## src/rtl/univ_shift_register.sv

```systemverilog
// univ_shift_register
//   WIDTH-bit universal shift register driven by commands. Each command is a
//   start strobe plus a step count. A command can hold, shift or rotate left
//   or right, or parallel-load the register. Shift and rotate commands run
//   one bit per enabled clock, and the busy/done outputs report progress.
//
// Ports
//   clock          rising-edge clock
//   reset          synchronous, active-high reset (q=0, FSM to IDLE)
//   enable         step qualifier; low stalls a running shift/rotate
//   start          command strobe, accepted only in IDLE
//   mode           000 hold, 001 shl, 010 shr, 011 rol, 100 ror, 101 load,
//                  11x hold
//   amount         number of single-bit steps
//   load_data      parallel value for a LOAD command
//   serial_in      bit shifted in on each executed SHL/SHR step
//   q              register contents
//   serial_out_msb q[WIDTH-1]
//   serial_out_lsb q[0]
//   busy           high while steps are outstanding
//   done           one-cycle pulse when a command completes
module univ_shift_register #(
  parameter int WIDTH = 8,
  parameter int CNT_W = 4
) (
  input  logic             clock,
  input  logic             reset,
  input  logic             enable,
  input  logic             start,
  input  logic [2:0]       mode,
  input  logic [CNT_W-1:0] amount,
  input  logic [WIDTH-1:0] load_data,
  input  logic             serial_in,
  output logic [WIDTH-1:0] q,
  output logic             serial_out_msb,
  output logic             serial_out_lsb,
  output logic             busy,
  output logic             done
);

  localparam logic [2:0] MODE_SHL  = 3'b001;
  localparam logic [2:0] MODE_SHR  = 3'b010;
  localparam logic [2:0] MODE_ROL  = 3'b011;
  localparam logic [2:0] MODE_ROR  = 3'b100;
  localparam logic [2:0] MODE_LOAD = 3'b101;

  typedef enum logic [1:0] {
    ST_IDLE,
    ST_SHIFT,
    ST_DONE
  } state_t;

  state_t           state_reg, state_next;
  logic [WIDTH-1:0] q_reg, q_next;
  logic [CNT_W-1:0] remaining_reg, remaining_next;
  logic [2:0]       mode_reg, mode_next;

  logic [WIDTH-1:0] shl_vec, shr_vec, rol_vec, ror_vec, step_vec;
  logic             is_step_cmd;

  // Single-step results for each direction. The end bits come either from
  // serial_in (shift) or from the opposite end of q (rotate).
  assign shl_vec[0]       = serial_in;
  assign rol_vec[0]       = q_reg[WIDTH-1];
  assign shr_vec[WIDTH-1] = serial_in;
  assign ror_vec[WIDTH-1] = q_reg[0];

  genvar gi;
  generate
    for (gi = 1; gi < WIDTH; gi++) begin : g_step
      assign shl_vec[gi]   = q_reg[gi-1];
      assign rol_vec[gi]   = q_reg[gi-1];
      assign shr_vec[gi-1] = q_reg[gi];
      assign ror_vec[gi-1] = q_reg[gi];
    end
  endgenerate

  // A step uses the latched mode. The live mode input may change after the
  // command is accepted.
  always_comb begin
    step_vec = q_reg;
    case (mode_reg)
      MODE_SHL: step_vec = shl_vec;
      MODE_SHR: step_vec = shr_vec;
      MODE_ROL: step_vec = rol_vec;
      MODE_ROR: step_vec = ror_vec;
      default:  step_vec = q_reg;
    endcase
  end

  always_comb begin
    is_step_cmd = 1'b0;
    case (mode)
      MODE_SHL, MODE_SHR, MODE_ROL, MODE_ROR: is_step_cmd = 1'b1;
      default:                                is_step_cmd = 1'b0;
    endcase
  end

  always_comb begin
    state_next     = state_reg;
    q_next         = q_reg;
    remaining_next = remaining_reg;
    mode_next      = mode_reg;
    case (state_reg)
      ST_IDLE: begin
        // Acceptance does not look at enable. A zero count or a hold-type
        // mode still produces a done pulse, so the handshake stays uniform.
        if (start) begin
          if (mode == MODE_LOAD) begin
            q_next     = load_data;
            state_next = ST_DONE;
          end else if (is_step_cmd && (amount != '0)) begin
            mode_next      = mode;
            remaining_next = amount;
            state_next     = ST_SHIFT;
          end else begin
            state_next = ST_DONE;
          end
        end
      end
      ST_SHIFT: begin
        if (enable) begin
          q_next         = step_vec;
          remaining_next = remaining_reg - CNT_W'(1);
          if (remaining_reg == CNT_W'(1)) begin
            state_next = ST_DONE;
          end
        end
      end
      ST_DONE: begin
        state_next = ST_IDLE;
      end
      default: begin
        state_next = ST_IDLE;
      end
    endcase
  end

  always_ff @(posedge clock) begin
    if (reset) begin
      state_reg     <= ST_IDLE;
      q_reg         <= '0;
      remaining_reg <= '0;
      mode_reg      <= '0;
    end else begin
      state_reg     <= state_next;
      q_reg         <= q_next;
      remaining_reg <= remaining_next;
      mode_reg      <= mode_next;
    end
  end

  assign q              = q_reg;
  assign serial_out_msb = q_reg[WIDTH-1];
  assign serial_out_lsb = q_reg[0];
  assign busy           = (state_reg == ST_SHIFT);
  assign done           = (state_reg == ST_DONE);

endmodule
```

## config.mk

```make
export PLATFORM = sky130hd
export DESIGN_NAME = univ_shift_register
export DESIGN_NICKNAME = d
export VERILOG_FILES = /design/src/rtl/univ_shift_register.sv
export SDC_FILE = /design/constraint.sdc
export NUM_CORES = 1
export LEC_CHECK = 0
export ABC_CLOCK_PERIOD_IN_PS = 4300
export CAP_MARGIN = 20
export CORE_MARGIN = 4
export CORE_UTILIZATION = 50
export CTS_CLUSTER_SIZE = 8
export DETAILED_ROUTE_END_ITERATION = 8
export PLACE_DENSITY = 0.88
export SYNTH_ARGS = -nofsm -noshare
export SYNTH_HDL_FRONTEND = slang
export SYNTH_SLANG_ARGS = --single-unit
```

## constraint.sdc

```tcl
create_clock -name clock -period 4.3 [get_ports clock]
set_input_delay 0.86 -clock clock [delete_from_list [all_inputs] [get_ports clock]]
set_output_delay 0.86 -clock clock [all_outputs]
set_load 0.05 [all_outputs]
```

Word-level counts from Yosys, hierarchy flattened
Index checks and enable logic that the tools add are counted.
{"block": "op_classes", "addsub": 1, "eq_ne": 19, "mux": 17, "bitwise_logic": 1, "n_reduce_logical": 9}
{"op": "case mux 8 bit (4 select lines)", "n": 1}
{"op": "two-way mux 8 bit", "n": 3}
{"op": "two-way mux 4 bit", "n": 4}
{"op": "case mux 8 bit (2 select lines)", "n": 1}
{"op": "equality test 3 x 2 -> 1 bit (second input constant)", "n": 4}
{"op": "two-way mux 2 bit", "n": 5}
{"op": "!= test 2 bit (second input constant)", "n": 5}
{"op": "AND reduction 5 bit", "n": 2}
{"op": "equality test 3 bit (second input constant)", "n": 3}
{"op": "case mux 4 bit (2 select lines)", "n": 1}
{"op": "equality test 3 x 1 -> 1 bit (second input constant)", "n": 2}
{"op": "!= test 5 x 1 -> 1 bit (second input constant)", "n": 1}
{"op": "equality test 4 x 1 -> 1 bit (second input constant)", "n": 1}
{"op": "case mux 2 bit (2 select lines)", "n": 1}
{"op": "AND reduction 4 bit", "n": 1}
{"op": "nonzero test 4 bit", "n": 1}
{"op": "OR reduction 4 bit", "n": 1}
{"op": "subtractor 4 x 1 -> 4 bit (second input constant)", "n": 1}
{"op": "AND reduction 3 bit", "n": 1}
{"op": "equality test 2 x 1 -> 1 bit (second input constant)", "n": 1}
{"op": "equality test 2 bit (second input constant)", "n": 1}
{"op": "zero test 2 bit", "n": 1}
{"op": "!= test 2 x 1 -> 1 bit (second input constant)", "n": 1}
{"op": "nonzero test 2 bit", "n": 1}
{"op": "other kinds (3)", "n": 3}
{"block": "word_totals", "ff_bits": 17, "input_bits": 20, "wordCells": 51}

Logic depth before layout (Yosys ltp)
{"block": "logic_depth", "depth_word": 8, "ltp_mapped": 8}

Worst setup path before layout
Ideal clock, no wire load.
{"block": "synth_timing", "kind": "in2reg", "start": "input port amount[2]", "end": "register mode_reg[0]", "t_arrival_ns": 1.911, "required_ns": 4.169, "path_slack_ns": 2.257, "path_stages": 5, "path_cell_list": "or4_1 > and4_1 > clkbuf_1 > mux2i_1 > nor2_1"}
{"block": "synth_between", "elab_chain_cells": 3}
{"item": "from (decl)", "line_no": "31", "rtl": "input logic [CNT_W-1:0] amount,"}
{"item": "nonzero test 4 bit", "line_no": "112", "rtl": "end else if (is_step_cmd && (amount != '0)) begin"}
{"item": "logical AND 1 bit", "line_no": "112"}
{"item": "AND reduction 4 bit (no line)"}
{"item": "to (signal assigned)", "line_no": "149", "rtl": "mode_reg <= mode_next;"}
{"item": "to (decl)", "line_no": "56", "rtl": "logic [2:0] mode_reg, mode_next;"}
Every way passes these cells.
A chain may end at the register's enable or synchronous reset.

Worst setup path after layout
{"block": "layout_timing", "start": "register state_reg[0]", "end": "output port busy"}
{"block": "layout_between", "elab_chain_cells": 1}
{"item": "from (decl)", "line_no": "53", "rtl": "state_t state_reg, state_next;"}
{"item": "from (signal assigned)", "line_no": "146", "rtl": "state_reg <= state_next;"}
{"item": "equality test 2 x 1 -> 1 bit", "line_no": "156", "rtl": "assign busy = (state_reg == ST_SHIFT);"}
{"item": "to (decl)", "line_no": "37", "rtl": "output logic busy,"}
Every way passes these cells.

==> impl_table.tex <==
\begin{tabular}{lr}
\hline
Metric & Value \\
\hline
\multicolumn{2}{l}{\textbf{Run status}} \\
\quad Result of the run & completed \\
\multicolumn{2}{l}{\textbf{GRT}} \\
\quad Global-route total usage across every layer & 17.2\% \\
\quad Antenna violations before repair & 0 \\
\quad Largest net degree at the start of global routing & 20 \\
\quad Remaining global-route overflow & 0 \\
\quad Wire length of the first global-routing pass & 4460 µm \\
\quad Via count of the first global-routing pass & 1011 \\
\multicolumn{2}{l}{\textbf{Synthesis}} \\
\quad Sequential cell area fraction in the yosys report & 30.3\% \\
\quad YS warnings & 0 \\
\quad Per-instance average area after synthesis & 8.13 µm² \\
\quad Unique cell type count in the Yosys netlist & 39 \\
\quad Share of async-settable or async-resettable flops after synthesis & 0\% \\
\quad Synth top cells by count & 17 x sky130\_fd\_sc\_hd\_\_dfxtp\_1, 12 x sky130\_fd\_sc\_hd\_\_nor2\_1, 12 x sky130\_fd\_sc\_hd\_\_o21ai\_0, 8 x sky130\_fd\_sc\_hd\_\_a21oi\_1, 8 x sky130\_fd\_sc\_hd\_\_nand3\_1 \\
\quad Cells after synthesis & 138 \\
\quad Most frequent cell after synthesis & sky130\_fd\_sc\_hd\_\_dfxtp\_1 \\
\quad Most instantiated flip-flop cell in the synthesis netlist & sky130\_fd\_sc\_hd\_\_dfxtp\_1 \\
\quad Synthesized flop and latch total & 17 \\
\quad Cells taking the most area after synthesis & sky130\_fd\_sc\_hd\_\_dfxtp\_1 30\%, sky130\_fd\_sc\_hd\_\_o21ai\_0 5.4\%, sky130\_fd\_sc\_hd\_\_a22o\_1 4.7\%, sky130\_fd\_sc\_hd\_\_nor2\_1 4.0\%, sky130\_fd\_sc\_hd\_\_a21oi\_1 3.6\% \\
\quad Post-synth net total & 160 \\
\quad Cell area after technology mapping & 1120 µm² \\
\quad Number of enable-type register cells in the synthesized netlist & 0 \\
\quad Share of Yosys cell area claimed by the top area cell type & 30.3\% \\
\quad Largest area contributor in the netlist & sky130\_fd\_sc\_hd\_\_dfxtp\_1 \\
\multicolumn{2}{l}{\textbf{Critical path}} \\
\quad Reg2reg end & q[0] \\
\quad Stage delay of the slowest cell on the critical path & 0.87 ns \\
\quad Arrival time at the worst endpoint & 2.36 ns \\
\quad Cell with the largest stage delay on the worst path & sky130\_fd\_sc\_hd\_\_clkdlybuf4s50\_1 \\
\quad Endpoint type of the worst setup path & output pin \\
\quad Critical path startpoint category & flop \\
\quad Setup Crit Path Kind & reg -> out \\
\quad Critical path peak fanout & 19 \\
\quad Cell family contributing the most delay on the critical path & buffers and inverters \\
\quad Worst path cell trace & nand2b\_1 -> inv\_2 -> clkdlybuf4s50\_1 \\
\quad Worst path bufs/invs & 2 \\
\quad Launching point of the worst reg2reg path & state\_reg[0] \\
\quad Data required time at the worst endpoint & 3.44 ns \\
\quad Worst reg2reg setup slack & 2.34 ns \\
\quad R2r worst-path depth & 4 \\
\multicolumn{2}{l}{\textbf{Die}} \\
\quad Effective utilization at floorplan & 55.0\% \\
\quad Number of ports placed on the die boundary & 32 \\
\quad Die W & 55.4 µm \\
\quad Die Height & 55.4 µm \\
\quad Die Area & 3070 µm² \\
\quad Rows & 16 \\
\quad Area of the placeable core & 2040 µm² \\
\multicolumn{2}{l}{\textbf{Power and ir drop}} \\
\quad Cell leakage power & 0.000486 µW \\
\quad Power per cell area & 278 nW/µm² \\
\quad Worst vdd ir & 210 µV \\
\multicolumn{2}{l}{\textbf{STA}} \\
\quad Count of final setup violators & 0 \\
\quad Max-slew headroom at the worst pin & 60.0\% \\
\quad Max Clock Skew & 0.00165 ns \\
\quad Count of pins over their slew limit & 0 \\
\quad Achievable frequency & 311 MHz \\
\quad Slack of the critical path & 1.08 ns \\
\quad Final hold violation count & 0 \\
\quad Fraction of the cycle the final worst path needs & 74.8\% \\
\quad Fin Setup TNS & 0 ns \\
\quad Post-route minimum period & 3.22 ns \\
\quad Transition time at the pin with the least slew margin & 0.601 ns \\
\quad RSZ-0062 raised after global routing & no \\
\multicolumn{2}{l}{\textbf{CTS}} \\
\quad Hold\_buf cts & 0 \\
\quad Clock buffer count from CTS & 3 \\
\quad CTS clock-pin slew for the worst setup and hold paths & 0.10 ns \\
\quad H-tree Lvls & 1 \\
\quad TritonCTS clock tree & built \\
\quad Skew-Pair Late Insertion Delay & 0.29 ns \\
\quad \# Post-CTS Setup Buffers & 0 \\
\quad Root Buffer Master & sky130\_fd\_sc\_hd\_\_clkbuf\_4 \\
\quad Maximum clock path buffer count & 2 \\
\quad Number of clock sinks seen by CTS & 17 \\
\quad Number of resized instances in the post-cts repair step & 0 \\
\multicolumn{2}{l}{\textbf{Min path}} \\
\quad Hold endpoint & remaining\_reg[3] \\
\quad Start point of the worst min-delay path & remaining\_reg[3] \\
\quad Cell depth of the worst min-delay path & 2 \\
\quad Path category of the worst min-delay check & reg -> reg \\
\multicolumn{2}{l}{\textbf{Drt}} \\
\quad Total DRC errors in the routed layout & 0 \\
\quad Wire per inst & 14.3 µm \\
\quad Number of vias per cell & 5.82 \\
\quad Router iterations before antenna repair & 4 \\
\quad Total length of routed wires & 2680 µm \\
\quad Antenna-violating nets left & 0 \\
\quad Via count of the routed design & 1094 \\
\quad DRC violation total after the first TritonRoute iteration & 19 \\
\multicolumn{2}{l}{\textbf{Cells and area}} \\
\quad Final net count & 184 \\
\quad Growth of design area from synthesis to finish & 25.9\% \\
\quad Area of the multi-input gates & 676 µm² \\
\quad Antenna diode instance count & 0 \\
\quad Share of cells above drive strength 1 & 4.35\% \\
\quad Fillcell total & 183 \\
\quad Number of flip-flops under the largest register name & 8 \\
\quad Sequential standard cell area & 340 µm² \\
\multicolumn{2}{l}{\textbf{Job}} \\
\quad Max-cap violations & 0 \\
\multicolumn{2}{l}{\textbf{Placed design}} \\
\quad Placement Setup Slack & 1.44 ns \\
\quad I/O Buffers & 31 \\
\quad DP Wirelength & 2000 µm \\
\quad Last weighted congestion value of the routability-driven placer & 0.880 \\
\hline
\end{tabular}
[cell type report]
type	count	area share, %
Multi-Input combinational cell	102	47.8
Tap cell	27	2.39
Sequential cell	17	24.1
Inverter	7	1.86
Timing Repair Buffer	31	22.0
Clock buffer	4	1.86
[through the flow]
stage / std cells / hold WS, ns / util [%] / cell area [µm²] / total power (µW)
after floorplan: 138 / 0.452 / - / 1120 / 271
after global placement: 184 / 0.470 / 67.9 / 1390 / 302
after detailed placement: 184 / 0.473 / 67.9 / 1390 / 306
after CTS: 188 / 0.497 / 69.2 / 1410 / 391
after global routing: 188 / 0.535 / 69.2 / 1410 / 414
final: 188 / 0.490 / 69.2 / 1410 / 392
[cells in the final DEF, fill, tap and decap left out, types with 5 or more instances in the layout]
| cell type | instances |
|---|---|
| sky130_fd_sc_hd__dfxtp_1 | 17 |
| sky130_fd_sc_hd__a31oi_1 | 5 |
| sky130_fd_sc_hd__a21oi_1 | 8 |
| sky130_fd_sc_hd__a22o_1 | 6 |
| sky130_fd_sc_hd__clkdlybuf4s50_1 | 31 |
| sky130_fd_sc_hd__nor2_1 | 12 |
| sky130_fd_sc_hd__inv_1 | 6 |
| sky130_fd_sc_hd__nand3_1 | 8 |
| sky130_fd_sc_hd__o21ai_0 | 12 |
[worst min-delay path: cells and delay by family, from the launching register on]
| kind | cells | cell delay [ns] |
|---|---|---|
| flip-flops | 1 | 0.33 |
| AO/OA/AOI/OAI | 2 | 0.12 |
[report_power, final]
part	leakage [µW]	total (µW)	internal, µW	switching [µW]
clock	0.0000150	88.6	36.1	52.6
combinational	0.000332	121	54.0	67.3
sequential	0.000138	182	167	15.1
[logic make-up (layout without fill, tap and decap cells)]
logic type | count (synthesis) | in the layout | share of synthesized area [%]
DFF | 17 | 17 | 30.3
xor gates and xnor gates | 2 | 2 | 1.56
adders and majority gates | 2 | 2 | 2.23
AOI/OAI and AO/OA | 45 | 45 | 28.1
muxes | 4 | 4 | 3.57
and+or+nand+nor | 49 | 49 | 24.7
buffers and inverters | 19 | 42 | 9.47
[worst max path at each step]
stage | to | cells past startpoint | start
floorplan | mode_reg[0] | 5 | amount[2]
global placement | busy | 3 | state_reg[0]
detailed placement | busy | 3 | state_reg[0]
CTS | busy | 3 | state_reg[0]
global route | busy | 3 | state_reg[0]
finish | busy | 3 | state_reg[0]
[metal layers]
| layer | vias up | wire, µm | GRT usage (%) |
|---|---|---|---|
| li1 | 556 | - | - |
| met1 | 495 | 1170 | 22.1 |
| met2 | 41 | 1330 | 28.2 |
| met3 | 2 | 178 | 4.20 |
| met4 | 0 | 8 | 5.21 |
| met5 | - | 0 | 0 |
Note: power is estimated with default switching activity, not from simulation.
